### src/rtl/vga_sprite_ctrl.sv
// VGA timing generator with one rectangular sprite overlay read from a synchronous ROM.
// Optional colour-keyed transparency is enabled by defining VGA_SPRITE_TRANSPARENT_EN.
module vga_sprite_ctrl #(
  parameter int          H_ACTIVE  = 640,
  parameter int          H_FP      = 16,
  parameter int          H_SYNC    = 96,
  parameter int          H_BP      = 48,
  parameter int          V_ACTIVE  = 480,
  parameter int          V_FP      = 10,
  parameter int          V_SYNC    = 2,
  parameter int          V_BP      = 33,
  parameter int          SYNC_POL  = 0,
  parameter int          SPR_W     = 48,
  parameter int          SPR_H     = 48,
  parameter int          ROM_LAT   = 1,
  parameter int          ADDR_W    = 12,
  parameter int          CNT_W     = 11,
  parameter logic [15:0] KEY_COLOR = 16'hF81F
) (
  input  logic              clk,
  input  logic              rst,
  input  logic [CNT_W-1:0]  spr_x,
  input  logic [CNT_W-1:0]  spr_y,
  input  logic [15:0]       bg_color,
  output logic [ADDR_W-1:0] rom_addr,
  input  logic [15:0]       rom_q,
  output logic              hsync,
  output logic              vsync,
  output logic              de,
  output logic [4:0]        vga_r,
  output logic [5:0]        vga_g,
  output logic [4:0]        vga_b,
  output logic              frame_start
);

  localparam int H_TOTAL = H_ACTIVE + H_FP + H_SYNC + H_BP;
  localparam int V_TOTAL = V_ACTIVE + V_FP + V_SYNC + V_BP;
  localparam int HS_BEG  = H_ACTIVE + H_FP;
  localparam int HS_END  = HS_BEG + H_SYNC;
  localparam int VS_BEG  = V_ACTIVE + V_FP;
  localparam int VS_END  = VS_BEG + V_SYNC;
  localparam int SPR_N   = SPR_W * SPR_H;
  localparam logic SYNC_ACT = (SYNC_POL != 0);
  localparam logic [CNT_W-1:0] PX_MAX = CNT_W'(H_ACTIVE - SPR_W);
  localparam logic [CNT_W-1:0] PY_MAX = CNT_W'(V_ACTIVE - SPR_H);

  typedef struct packed {
    logic hs;
    logic vs;
    logic vld;
    logic spr;
    logic fs;
  } ctl_t;

  function automatic logic [CNT_W-1:0] clamp_pos(input logic [CNT_W-1:0] pos,
                                                 input logic [CNT_W-1:0] lim);
    return (pos > lim) ? lim : pos;
  endfunction

  function automatic logic [15:0] pix_sel(input ctl_t c, input logic [15:0] q,
                                          input logic [15:0] bg);
    if (!c.vld) return 16'h0000;
`ifdef VGA_SPRITE_TRANSPARENT_EN
    if (c.spr && (q != KEY_COLOR)) return q;
`else
    if (c.spr) return q;
`endif
    return bg;
  endfunction

`ifndef VGA_SPRITE_TRANSPARENT_EN
  logic unused_key;
  assign unused_key = ^KEY_COLOR;
`endif

  // ---- S0: raster counters, position latch, sprite address ----
  logic [CNT_W-1:0]  h_cnt_p0, v_cnt_p0, px, py;
  logic [ADDR_W-1:0] addr_p0;
  logic [CNT_W:0]    px_end, py_end;
  logic              h_last, v_last, frame_end, in_spr_p0;
  ctl_t              ctl_p0;

  assign h_last    = (h_cnt_p0 == CNT_W'(H_TOTAL - 1));
  assign v_last    = (v_cnt_p0 == CNT_W'(V_TOTAL - 1));
  assign frame_end = h_last && v_last;
  assign px_end    = {1'b0, px} + (CNT_W+1)'(SPR_W);
  assign py_end    = {1'b0, py} + (CNT_W+1)'(SPR_H);
  assign in_spr_p0 = (h_cnt_p0 >= px) && ({1'b0, h_cnt_p0} < px_end) &&
                     (v_cnt_p0 >= py) && ({1'b0, v_cnt_p0} < py_end);

  assign ctl_p0.hs  = (h_cnt_p0 >= CNT_W'(HS_BEG)) && (h_cnt_p0 < CNT_W'(HS_END));
  assign ctl_p0.vs  = (v_cnt_p0 >= CNT_W'(VS_BEG)) && (v_cnt_p0 < CNT_W'(VS_END));
  assign ctl_p0.vld = (h_cnt_p0 < CNT_W'(H_ACTIVE)) && (v_cnt_p0 < CNT_W'(V_ACTIVE));
  assign ctl_p0.spr = in_spr_p0;
  assign ctl_p0.fs  = (h_cnt_p0 == '0) && (v_cnt_p0 == '0);
  assign rom_addr   = addr_p0;

  always_ff @(posedge clk) begin
    if (rst) begin
      h_cnt_p0 <= '0;
      v_cnt_p0 <= '0;
      px       <= '0;
      py       <= '0;
      addr_p0  <= '0;
    end else begin
      h_cnt_p0 <= h_last ? '0 : h_cnt_p0 + CNT_W'(1);
      if (h_last) v_cnt_p0 <= v_last ? '0 : v_cnt_p0 + CNT_W'(1);
      if (frame_end) begin
        px      <= clamp_pos(spr_x, PX_MAX);
        py      <= clamp_pos(spr_y, PY_MAX);
        addr_p0 <= '0;
      end else if (in_spr_p0) begin
        // Clamped positions guarantee this wrap lands on the last sprite pixel.
        addr_p0 <= (addr_p0 == ADDR_W'(SPR_N - 1)) ? '0 : addr_p0 + ADDR_W'(1);
      end
    end
  end

  // ---- S1..S(ROM_LAT): control delayed to line up with rom_q ----
  ctl_t ctl_p [ROM_LAT];

  always_ff @(posedge clk) begin
    if (rst) begin
      for (int i = 0; i < ROM_LAT; i++) ctl_p[i] <= '0;
    end else begin
      ctl_p[0] <= ctl_p0;
      for (int i = 1; i < ROM_LAT; i++) ctl_p[i] <= ctl_p[i-1];
    end
  end

  // ---- S(ROM_LAT+1): pixel select and output registers ----
  logic [15:0] rgb_out;

  always_ff @(posedge clk) begin
    if (rst) begin
      hsync       <= ~SYNC_ACT;
      vsync       <= ~SYNC_ACT;
      de          <= 1'b0;
      frame_start <= 1'b0;
      rgb_out     <= '0;
    end else begin
      hsync       <= ctl_p[ROM_LAT-1].hs ? SYNC_ACT : ~SYNC_ACT;
      vsync       <= ctl_p[ROM_LAT-1].vs ? SYNC_ACT : ~SYNC_ACT;
      de          <= ctl_p[ROM_LAT-1].vld;
      frame_start <= ctl_p[ROM_LAT-1].fs;
      rgb_out     <= pix_sel(ctl_p[ROM_LAT-1], rom_q, bg_color);
    end
  end

  assign vga_r = rgb_out[15:11];
  assign vga_g = rgb_out[10:5];
  assign vga_b = rgb_out[4:0];

endmodule

### config.mk
export PLATFORM = sky130hd
export DESIGN_NAME = vga_sprite_ctrl
export DESIGN_NICKNAME = d
export VERILOG_FILES = /design/src/rtl/vga_sprite_ctrl.sv
export SDC_FILE = /design/constraint.sdc
export NUM_CORES = 1
export LEC_CHECK = 0
export CAP_MARGIN = 25
export CELL_PAD_IN_SITES_DETAIL_PLACEMENT = 0
export CELL_PAD_IN_SITES_GLOBAL_PLACEMENT = 2
export CORE_AREA = 2 2 149 78
export DETAILED_ROUTE_END_ITERATION = 6
export DIE_AREA = 0 0 151 80
export DONT_BUFFER_PORTS = 1
export GPL_ROUTABILITY_DRIVEN = 0
export HOLD_SLACK_MARGIN = 0.05
export PLACE_DENSITY_LB_ADDON = 0.2
export SLEW_MARGIN = 30
export SYNTH_ARGS = -nofsm -noshare
export SYNTH_HDL_FRONTEND = slang
export SYNTH_SLANG_ARGS = --single-unit
### constraint.sdc
create_clock -name clk -period 5.15 [get_ports clk]
set_clock_uncertainty 0.05 [all_clocks]
set_input_delay 0.7725 -clock clk [delete_from_list [all_inputs] [get_ports clk]]
set_output_delay 0.7725 -clock clk [all_outputs]
set_load 0.02 [all_outputs]
Word-level counts from Yosys, hierarchy flattened
Memories as Yosys holds them, arrays and structs flattened.
Index checks and enable logic that the tools add are counted.
{"block": "totals", "regBits": 76, "mem_bits_rw": 5, "input_bits": 56, "wordCells": 64, "memories": 1}
{"block": "classes", "addsub": 5, "n_lt_le_gt_ge": 12, "eq_ne": 3, "n_mux": 20, "reduce_logical": 13}
{"name": "ctl_p", "words": 1, "word_bits": 5, "read_ports": 1, "rd_ports_with_merged_regs": 0, "wr": 1, "line_no": "120", "rtl": "ctl_t ctl_p [ROM_LAT];"}
{"op": "16-bit 2-to-1 mux", "count": 4}
{"op": "11-bit 2-to-1 mux", "count": 3}
{"op": "11-bit by 6-bit adder with 12-bit output, second input constant", "count": 2}
{"op": "11-bit by 12-bit < comparator with 1-bit output", "count": 2}
{"op": "11-bit by 1-bit adder with 11-bit output, second input constant", "count": 2}
{"op": "11-bit by 10-bit == test with 1-bit output, second input constant", "count": 2}
{"op": "11-bit greater-or-equal comparator", "count": 2}
{"op": "11-bit logical NOT", "count": 2}
{"op": "11-bit by 10-bit < comparator with 1-bit output, second input constant", "count": 2}
{"op": "11-bit by 9-bit < comparator with 1-bit output, second input constant", "count": 2}
{"op": "12-bit by 1-bit adder with 12-bit output, second input constant", "count": 1}
{"op": "12-bit == test, second input constant", "count": 1}
{"op": "12-bit 2-to-1 mux", "count": 1}
{"op": "11-bit by 10-bit greater-or-equal comparator with 1-bit output, second input constant", "count": 1}
{"op": "11-bit by 9-bit greater-or-equal comparator with 1-bit output, second input constant", "count": 1}
{"op": "11-bit by 10-bit greater-than comparator with 1-bit output, second input constant", "count": 1}
{"op": "11-bit by 9-bit greater-than comparator with 1-bit output, second input constant", "count": 1}
{"op": "1-bit 2-to-1 mux", "count": 11}
{"op": "1-bit logical AND", "count": 8}
{"op": "5-bit 2-to-1 mux", "count": 1}
{"op": "5-bit OR reduction", "count": 1}
{"op": "2-bit OR reduction", "count": 2}

Longest topological paths before layout
Gate-level depths: netlist of run 1.
An unclocked memory read counts as a cell.
{"block": "depth", "word_depth": 7, "mapped_depth": 13, "mapped_depth_nobuf": 12}

Least setup slack after synthesis of run 1
Ideal clock, no wire load.
{"block": "synth_timing", "path_kind": "flip-flop to flip-flop", "start": "register py[4]", "end": "register addr_p0[1] (netlist: rom_addr[1])", "setup_ns": 0.066, "t_arrival_ns": 2.889, "path_slack_ns": 2.144, "stages_incl_launch_ff": 13, "cell_sequence": "dfxtp_1 -> inv_1 -> ha_1 -> nor3_1 -> xnor2_1 -> ha_1 -> a21o_1 -> a211o_1 -> a2111oi_4 -> o2111ai_2 -> buf_2 -> or3b_1 -> a21oi_2"}
{"block": "synth_via", "elab_chain_cells": 3, "elab_cells_between_ends": 5}
{"element": "from (decl)", "line_no": "77", "rtl": "logic [CNT_W-1:0] h_cnt_p0, v_cnt_p0, px, py;"}
{"element": "from (signal assigned)", "line_no": "110", "rtl": "py <= clamp_pos(spr_y, PY_MAX);"}
{"element": "11-bit by 6-bit adder with 12-bit output / 11-bit greater-or-equal comparator (equally long branches)", "line_no": "87, 89"}
{"element": "11-bit by 12-bit < comparator with 1-bit output / 1-bit logical AND (equally long branches)", "line_no": "89, 88"}
{"element": "1-bit logical AND (*)", "line_no": "89", "rtl": "(v_cnt_p0 >= py) && ({1'b0, v_cnt_p0} < py_end);"}
{"element": "to (signal assigned)", "line_no": "114", "rtl": "addr_p0 <= (addr_p0 == ADDR_W'(SPR_N - 1)) ? '0 : addr_p0 + ADDR_W'(1);"}
{"element": "to (decl)", "line_no": "78", "rtl": "logic [ADDR_W-1:0] addr_p0;"}
Every way passes the cells marked *; elsewhere a longest branch is shown, timed or not.
A chain may end at the register's enable or synchronous reset.

Final worst setup path of run 1
{"block": "layout_timing", "start": "register py[4]", "end": "register addr_p0[8] (netlist: rom_addr[8])"}
The elaborated chain is that of the path after synthesis.

==> metrics.md, run 1 <==
| Metric | Value |
|---|---|
| Share of the synthesized netlist area taken by xor and xnor gates | `0.0504` |
| Overall Global Routing Usage | `0.180` |
| Routed length per placed instance | `16.5 um` |
| Launching point of the worst reg2reg path | `py[4]` |
| Final worst-path cycle share | `0.697` |
| Clock buffer depth | `2` |
| Max-slew headroom at the worst pin | `0.415` |
| Cells resized by post-CTS repair | `0` |
| Total Negative Setup Slacks | `0 ns` |
| Number of search-and-repair iterations in the first detailed-routing pass | `4` |
| Leakage power total | `1.83 nW` |
| Mean post-synth cell area | `8.84 um2` |
| Hold Buf Count CTS | `0` |
| Pin count of the biggest net entering global routing | `28` |
| Port buffer count | `0` |
| Depth of the worst register-to-register path | `11` |
| Critical path class | `reg2reg` |
| Via count | `3459` |
| Minimum period implied by the final worst setup slack | `3.59 ns` |
| Sort of element at the start of the critical path | `register` |
| Number of cell rows | `27` |
| Unique cell type count in the Yosys netlist | `60` |
| Power Density | `311 nW/um2` |
| Area delta synth->final | `10.4%` |
| Average vias per placed instance | `5.42` |
| FF-to-FF setup slack | `1.56 ns` |
| Result of the run | `finished clean` |
| Net Count, Synth | `591` |
| Half-perimeter wire length after placement | `8.05 mm` |
| Dominant cells by area after synthesis | `sky130_fd_sc_hd__dfxtp_1, sky130_fd_sc_hd__ha_1, sky130_fd_sc_hd__nor2_1` |
| Critical path destination | `rom_addr[8]` |
| Critical Path Fanout Max | `25` |
| Flip-flop and latch count after synthesis | `81` |
| Combined area of all synthesized cells | `4340 um2` |
| Count of endpoints failing hold in the final timing report | `0` |
| Initial standard-cell utilization of the core | `0.404` |
| Min-Delay Path Class | `reg2reg` |
| Setup repair after global routing missed its margin | `no` |
| CTS clk-pin slew, worst paths | `0.06 ns` |
| DIE AREA | `12100 um2` |
| Initial antenna violation count | `0` |
| FMAX | `279 MHz` |
| Max capacitance violation total | `0` |
| Final Net Count | `588` |
| Post-CTS setup buffer count | `0` |
| TritonCTS clock tree | `yes` |
| Top-level port count | `88` |
| Most used flip-flop cell after synthesis | `sky130_fd_sc_hd__dfxtp_1` |
| Post-route insts no fill | `638` |
| Residual DRC | `0` |
| Data arrival time of the worst path | `3.80 ns` |
| Main combinational cell family by area after synthesis | `simple AND/OR/NAND/NOR gates` |
| Number of flops mapped to enable cells by yosys | `0` |
| Slew Limit Fails | `0` |
| Yosys top cell area share | `0.374` |
| Share of post-route cells with drive strength above 1 | `0.0568` |
| DP Cell Count | `622` |
| Adder-Cell Fraction of Synth Area | `0.127` |
| Count of antenna diodes in the layout | `0` |
| Slew @ Worst Pin | `0.876 ns` |
| Floorplan die height | `80 um` |
| Post-synthesis compound-gate area fraction | `0.153` |
| Timing startpoint of the critical path | `py[4]` |
| Multiplexer share of the synthesized area | `0.0369` |
| Simple-Gate Fraction of Synth Area | `0.212` |
| Number of clock sinks | `81` |
| Floorplan Core Area | `10700 um2` |
| Total length of routed wires | `10.6 mm` |
| Worst-case vdd ir drop | `0.162 mV` |
| Number of instances in the synthesized netlist | `491` |
| Number of H-tree branching levels | `3` |
| Sequential-to-total area share from yosys stat | `0.374` |
| Clock buffer count from CTS | `9` |
| Worst skew pair latency | `0.34 ns` |
| Final number of setup-violating endpoints | `0` |
| Warning count from the yosys run | `0` |
| Buffer type at the clock tree root | `sky130_fd_sc_hd__clkbuf_16` |
| Data required time of the worst path | `5.36 ns` |
| Endpoint type of the worst setup path | `register` |
| Chip Width | `151 um` |
| Post-synthesis async set-or-reset flop share | `0` |
| Starting DRC count in detailed routing | `124` |
| Number of global-route vias before repair | `3153` |
| Global-route wire length before repair | `16.4 mm` |
| Capture instance of the worst register-to-register path | `rom_addr[8]` |
| Synth area leader | `sky130_fd_sc_hd__dfxtp_1` |
| Number of antenna-violating nets in the routed design | `0` |
| Final global-route overflow total | `0` |
power breakdown:
part	switching (mW)	internal, mW
combinational	0.0362	0.0312
sequential	0.0328	0.642
clock	0.270	0.477
total	0.339	1.15
how the worst min path moves through the flow:
stage	endpoint	from	cells after the start
detailed placement	hsync	ctl_p[0][4]	1
global route	vsync	ctl_p[0][3]	1
floorplan	hsync	ctl_p[0][4]	1
CTS	hsync	ctl_p[0][4]	1
finish	hsync	ctl_p[0][4]	1
global placement	hsync	ctl_p[0][4]	1
through the flow:
stage	hold WS, ns	utilization	area, um2	total power, mW	setup WS [ns]
2_1_floorplan	0.293	-	4340	0.746	2.14
3_3_place_gp	0.299	0.414	4450	0.755	1.62
6_report	0.313	0.446	4790	1.49	1.56
3_5_place_dp	0.300	0.414	4450	0.758	1.58
5_1_grt	0.336	0.446	4790	1.55	1.25
4_1_cts	0.316	0.446	4790	1.51	1.55
flip-flops by register name, indices dropped and copies added (netlist names):
name,count
ctl_p,5
de,1
frame_start,1
h_cnt_p0,11
hsync,1
px,11
py,11
rgb_out,16
rom_addr,12
v_cnt_p0,11
vsync,1
cells in the final DEF, fill, tap and decap left out, drive strengths merged, types with 14 or more instances in the layout:
master,netlist,final
dfxtp,81,81
nor2,57,57
ha,44,44
o21ai,35,35
nand2,33,33
inv,32,33
a21oi,29,29
mux2i,16,16
or3,15,15
nand3,14,14
synth_stat cells, types with 3 or more instances:
| cell | count |
|---|---|
| sky130_fd_sc_hd__and3_1 | 5 |
| sky130_fd_sc_hd__ha_1 | 44 |
| sky130_fd_sc_hd__nand4_1 | 9 |
| sky130_fd_sc_hd__nand2b_1 | 3 |
| sky130_fd_sc_hd__nor4_1 | 5 |
| sky130_fd_sc_hd__or3_1 | 15 |
| sky130_fd_sc_hd__o21a_1 | 3 |
| sky130_fd_sc_hd__xnor2_1 | 13 |
| sky130_fd_sc_hd__nor2b_1 | 4 |
| sky130_fd_sc_hd__a211oi_1 | 9 |
| sky130_fd_sc_hd__clkbuf_1 | 7 |
| sky130_fd_sc_hd__inv_1 | 32 |
| sky130_fd_sc_hd__a21oi_1 | 27 |
| sky130_fd_sc_hd__nand2_1 | 33 |
| sky130_fd_sc_hd__nor3_1 | 8 |
| sky130_fd_sc_hd__nand3_1 | 14 |
| sky130_fd_sc_hd__xor2_1 | 12 |
| sky130_fd_sc_hd__mux2i_1 | 16 |
| sky130_fd_sc_hd__a21o_1 | 4 |
| sky130_fd_sc_hd__o21ai_0 | 21 |
| sky130_fd_sc_hd__dfxtp_1 | 81 |
| sky130_fd_sc_hd__or4_1 | 3 |
| sky130_fd_sc_hd__o21ai_1 | 14 |
| sky130_fd_sc_hd__buf_4 | 5 |
| sky130_fd_sc_hd__nor2_1 | 57 |
critical path, stage by stage (launching register included):
cell,delay [ns]
sky130_fd_sc_hd__dfxtp_1,0.39
sky130_fd_sc_hd__inv_1,0.09
sky130_fd_sc_hd__ha_1,0.22
sky130_fd_sc_hd__nor3_1,0.25
sky130_fd_sc_hd__xnor2_1,0.16
sky130_fd_sc_hd__ha_1,0.26
sky130_fd_sc_hd__a21o_1,0.18
sky130_fd_sc_hd__a211o_1,0.33
sky130_fd_sc_hd__a2111oi_4,0.29
sky130_fd_sc_hd__o2111ai_2,0.50
sky130_fd_sc_hd__or4_1,0.63
sky130_fd_sc_hd__a21oi_1,0.16
layer usage:
metal  vias to the layer above  global-route usage  wire (um)
li1                       1743                   -          -
met1                      1594               0.283       5900
met2                       114               0.227       3710
met3                         8              0.0543        840
met4                         0              0.0467        105
met5                         -                   0          0
layout make-up:
type                            count  area, um2
Clock buffer                       10        229
Clock inverter                      6        115
Fill cell                        1055       5950
Inverter                           32        120
Multi-Input combinational cell    363       2520
Sequential cell                    81       1620
Tap cell                          145        181
Timing Repair Buffer                1       7.51
logic make-up (layout without fill, tap and decap cells):
logic type / Yosys count / in the layout
simple gates: 176 / 176
compound gates: 102 / 102
flops: 81 / 81
buf+inv: 47 / 49
fa+ha+maj: 44 / 44
xor+xnor: 25 / 25
mux: 16 / 16
Power figures use the tool's default switching activity.
==> inputs of run 2 (changes only) <==
- CORE_AREA: 2 2 149 78 -> 2 2 163 85
- DIE_AREA: 0 0 151 80 -> 0 0 165 87
- clock period: 5.15 -> 3 ns (I/O delays scaled with it)
==> metrics.md, run 2 (same netlist as run 1, synthesis figures left out) <==
| Metric | Value |
|---|---|
| Result of the run | `finished with violations (was finished clean)` |
| Violated checks | `setup timing` |
| Most frequent standard cell in the layout excluding fill and tap cells | `sky130_fd_sc_hd__dfxtp_1 (unchanged)` |
| Buffer type at the clock tree root | `sky130_fd_sc_hd__clkbuf_16 (unchanged)` |
| Floorplan Core Area | `13100 um2 (was 10700 um2)` |
| Power Density | `460 nW/um2 (was 311 nW/um2)` |
| Half-perimeter wire length after placement | `9.10 mm (was 8.05 mm)` |
| Critical path class | `reg2reg (unchanged)` |
| Max-slew headroom at the worst pin | `0.425 (was 0.415)` |
| Count of antenna diodes in the layout | `0 (unchanged)` |
| Timing startpoint of the critical path | `py[4] (unchanged)` |
| Clock network power share | `0.451 (was 0.502)` |
| CTS clk-pin slew, worst paths | `0.07 ns (was 0.06 ns)` |
| Worst-case vdd ir drop | `0.275 mV (was 0.162 mV)` |
| Worst stage delay on the critical path | `0.39 ns (was 0.63 ns)` |
| Floorplan die height | `87 um (was 80 um)` |
| Global-route wire length before repair | `18.1 mm (was 16.4 mm)` |
| Internal power component | `1.77 mW (was 1.15 mW)` |
| Cell at the slowest stage of the critical path | `sky130_fd_sc_hd__o2111ai_1 (was sky130_fd_sc_hd__or4_1)` |
| Number of flip-flops in the largest register | `16 (unchanged)` |
| Post-layout worst setup margin | `-0.00102 ns (was 1.56 ns)` |
| Overall Global Routing Usage | `0.169 (was 0.180)` |
| Share of post-route cells with drive strength above 1 | `0.152 (was 0.0568)` |
| Power share of the sequential group | `0.488 (was 0.453)` |
| Clock buffer depth | `2 (unchanged)` |
| Sort of element at the start of the critical path | `register (unchanged)` |
| DIE AREA | `14400 um2 (was 12100 um2)` |
| Part of the power in combinational logic | `0.061 (was 0.045)` |
| Slew Limit Fails | `0 (unchanged)` |
| Critical Path Fanout Max | `7 (was 25)` |
| Number of H-tree branching levels | `3 (unchanged)` |
| Final Net Count | `628 (was 588)` |
| Hold_sp | `rst (was ctl_p[0][4])` |
| Clock buffer count from CTS | `9 (unchanged)` |
| Via count | `3542 (was 3459)` |
| Total length of routed wires | `11.6 mm (was 10.6 mm)` |
| Final worst-path cycle share | `1.00 (was 0.697)` |
| Endpoint type of the worst setup path | `register (unchanged)` |
| Cell-by-cell trace of the critical path | `buf_4 -> o2111ai_1 -> xnor2_1 -> ha_1 -> a211o_1 -> a2111oi_4 -> o2111ai_4 -> buf_6 -> or3b_1 -> a21oi_2 (was inv_1 -> ha_1 -> nor3_1 -> xnor2_1 -> ha_1 -> a21o_1 -> a211o_1 -> a2111oi_4 -> o2111ai_2 -> or4_1 -> a21oi_1)` |
| Number of buffers and inverters on the critical path | `2 (was 1)` |
| Number of global-route vias before repair | `3382 (was 3153)` |
| Data required time of the worst path | `3.23 ns (was 5.36 ns)` |
| Residual DRC | `0 (unchanged)` |
| Final number of setup-violating endpoints | `1 (was 0)` |
| Leakage power total | `2.04 nW (was 1.83 nW)` |
| DP Cell Count | `685 (was 622)` |
| FF-to-FF setup slack | `-0.001 ns (was 1.56 ns)` |
| Top-level port count | `88 (unchanged)` |
| Number of search-and-repair iterations in the first detailed-routing pass | `4 (unchanged)` |
| Share of the core filled with cells | `0.394 (was 0.446)` |
| Area delta synth->final | `19.0% (was 10.4%)` |
| Initial antenna violation count | `0 (unchanged)` |
| Port buffer count | `0 (unchanged)` |
| Pin count of the biggest net entering global routing | `28 (unchanged)` |
| Post-route insts no fill | `709 (was 638)` |
| Setup repair after global routing missed its margin | `yes (was no)` |
| Initial standard-cell utilization of the core | `0.331 (was 0.404)` |
| Launching point of the worst reg2reg path | `py[4] (unchanged)` |
| Largest reg by FF count | `rgb_out (unchanged)` |
| Starting DRC count in detailed routing | `182 (was 124)` |
| Data arrival time of the worst path | `3.23 ns (was 3.80 ns)` |
| Count of endpoints failing hold in the final timing report | `0 (unchanged)` |
| Total Negative Setup Slacks | `-0.00102 ns (was 0 ns)` |
| Routed length per placed instance | `16.4 um (was 16.5 um)` |
| Switching power | `0.608 mW (was 0.339 mW)` |
| Number of antenna-violating nets in the routed design | `0 (unchanged)` |
| Final global-route overflow total | `0 (unchanged)` |
| FMAX | `333 MHz (was 279 MHz)` |
| Slew @ Worst Pin | `0.861 ns (was 0.876 ns)` |
| Commonest cells after routing, fill and taps aside | `sky130_fd_sc_hd__dfxtp_1, sky130_fd_sc_hd__nor2_1, sky130_fd_sc_hd__ha_1 (unchanged)` |
| Average vias per placed instance | `5.00 (was 5.42)` |
| Switching part of the total | `0.256 (was 0.228)` |
| Number of clock sinks | `81 (unchanged)` |
| Minimum period implied by the final worst setup slack | `3.00 ns (was 3.59 ns)` |
| Chip Width | `165 um (was 151 um)` |
| Number of cell rows | `30 (was 27)` |
| Min-Delay Path Class | `in2reg (was reg2reg)` |
| Worst skew pair latency | `0.34 ns (about the same)` |
| Family of cells with the greatest summed delay on the critical path | `compound AO/OA/AOI/OAI gates (unchanged)` |
| TritonCTS clock tree | `yes (unchanged)` |
| Max capacitance violation total | `0 (unchanged)` |
run 2: changes by cell type in the layout (fill, tap and decap cells not counted), sizes merged:
cell      change
clkinvlp      +3
clkinv        -1
buf          +39
inv           +1
bufinv        -3
o2111ai       +1
run 2: final cells by class:
class / count / area [um2]
clock inverters: 6 / 48.8
repair buffers: 40 / 320
multi-input cells: 364 / 2590
clock buffers: 10 / 239
well taps: 176 / 220
inverters: 32 / 120
flip-flops and latches: 81 / 1620
fillers: 1320 / 7940
run 2: path summary, 6_finish.rpt:
kind,end,depth (start not counted)
max reg2reg,rom_addr[1],10
min reg2reg,hsync,1
max,rom_addr[1],10
min,frame_start,1
run 2: worst register-to-register path, stage by stage, from the launching register on:
cell and delay [ns]:
sky130_fd_sc_hd__dfxtp_2 0.32, sky130_fd_sc_hd__buf_4 0.15, sky130_fd_sc_hd__o2111ai_1 0.39, sky130_fd_sc_hd__xnor2_1 0.18, sky130_fd_sc_hd__ha_1 0.27, sky130_fd_sc_hd__a211o_1 0.31, sky130_fd_sc_hd__a2111oi_4 0.38, sky130_fd_sc_hd__o2111ai_4 0.22
sky130_fd_sc_hd__buf_6 0.19, sky130_fd_sc_hd__or3b_1 0.36, sky130_fd_sc_hd__a21oi_2 0.13
run 2: metrics by stage:
| stage | worst slack [ns] | hold slack, ns | instance area (um2) | power (mW) |
|---|---|---|---|---|
| after floorplan | 0.0666 | 0.293 | 4350 | 1.28 |
| after global placement | -0.0491 | 0.302 | 4740 | 1.31 |
| after detailed placement | -0.138 | 0.307 | 4740 | 1.31 |
| after CTS | 0.0193 | 0.102 | 5110 | 2.40 |
| after global routing | -0.111 | 0.104 | 5160 | 2.46 |
| final | -0.00102 | 0.119 | 5160 | 2.37 |
run 2: timing repair:
action,in CTS,in global routing
cloned,1,0
resized for setup,6,11
hold buffers,0,0
setup endpoints to repair,11,12
buffers inserted,5,2
pin swaps,6,23
hold endpoints to repair,0,0
run 2: power groups by stage:
stage | combinational [mW] | sequential [mW] | clock [mW]
6_report | 0.144 | 1.16 | 1.07
5_1_grt | 0.160 | 1.17 | 1.14
3_5_place_dp | 0.126 | 1.18 | 0
2_1_floorplan | 0.113 | 1.17 | 0
4_1_cts | 0.141 | 1.16 | 1.10
3_3_place_gp | 0.121 | 1.18 | 0
run 2: per-layer routing:
metal,global-route usage,up-vias,share of wire,wire (um)
met5,0,-,0,0
met4,0.0379,0,0.0070,81
met3,0.0485,8,0.068,791
met2,0.192,90,0.32,3740
met1,0.285,1607,0.60,7010
li1,-,1837,-,-
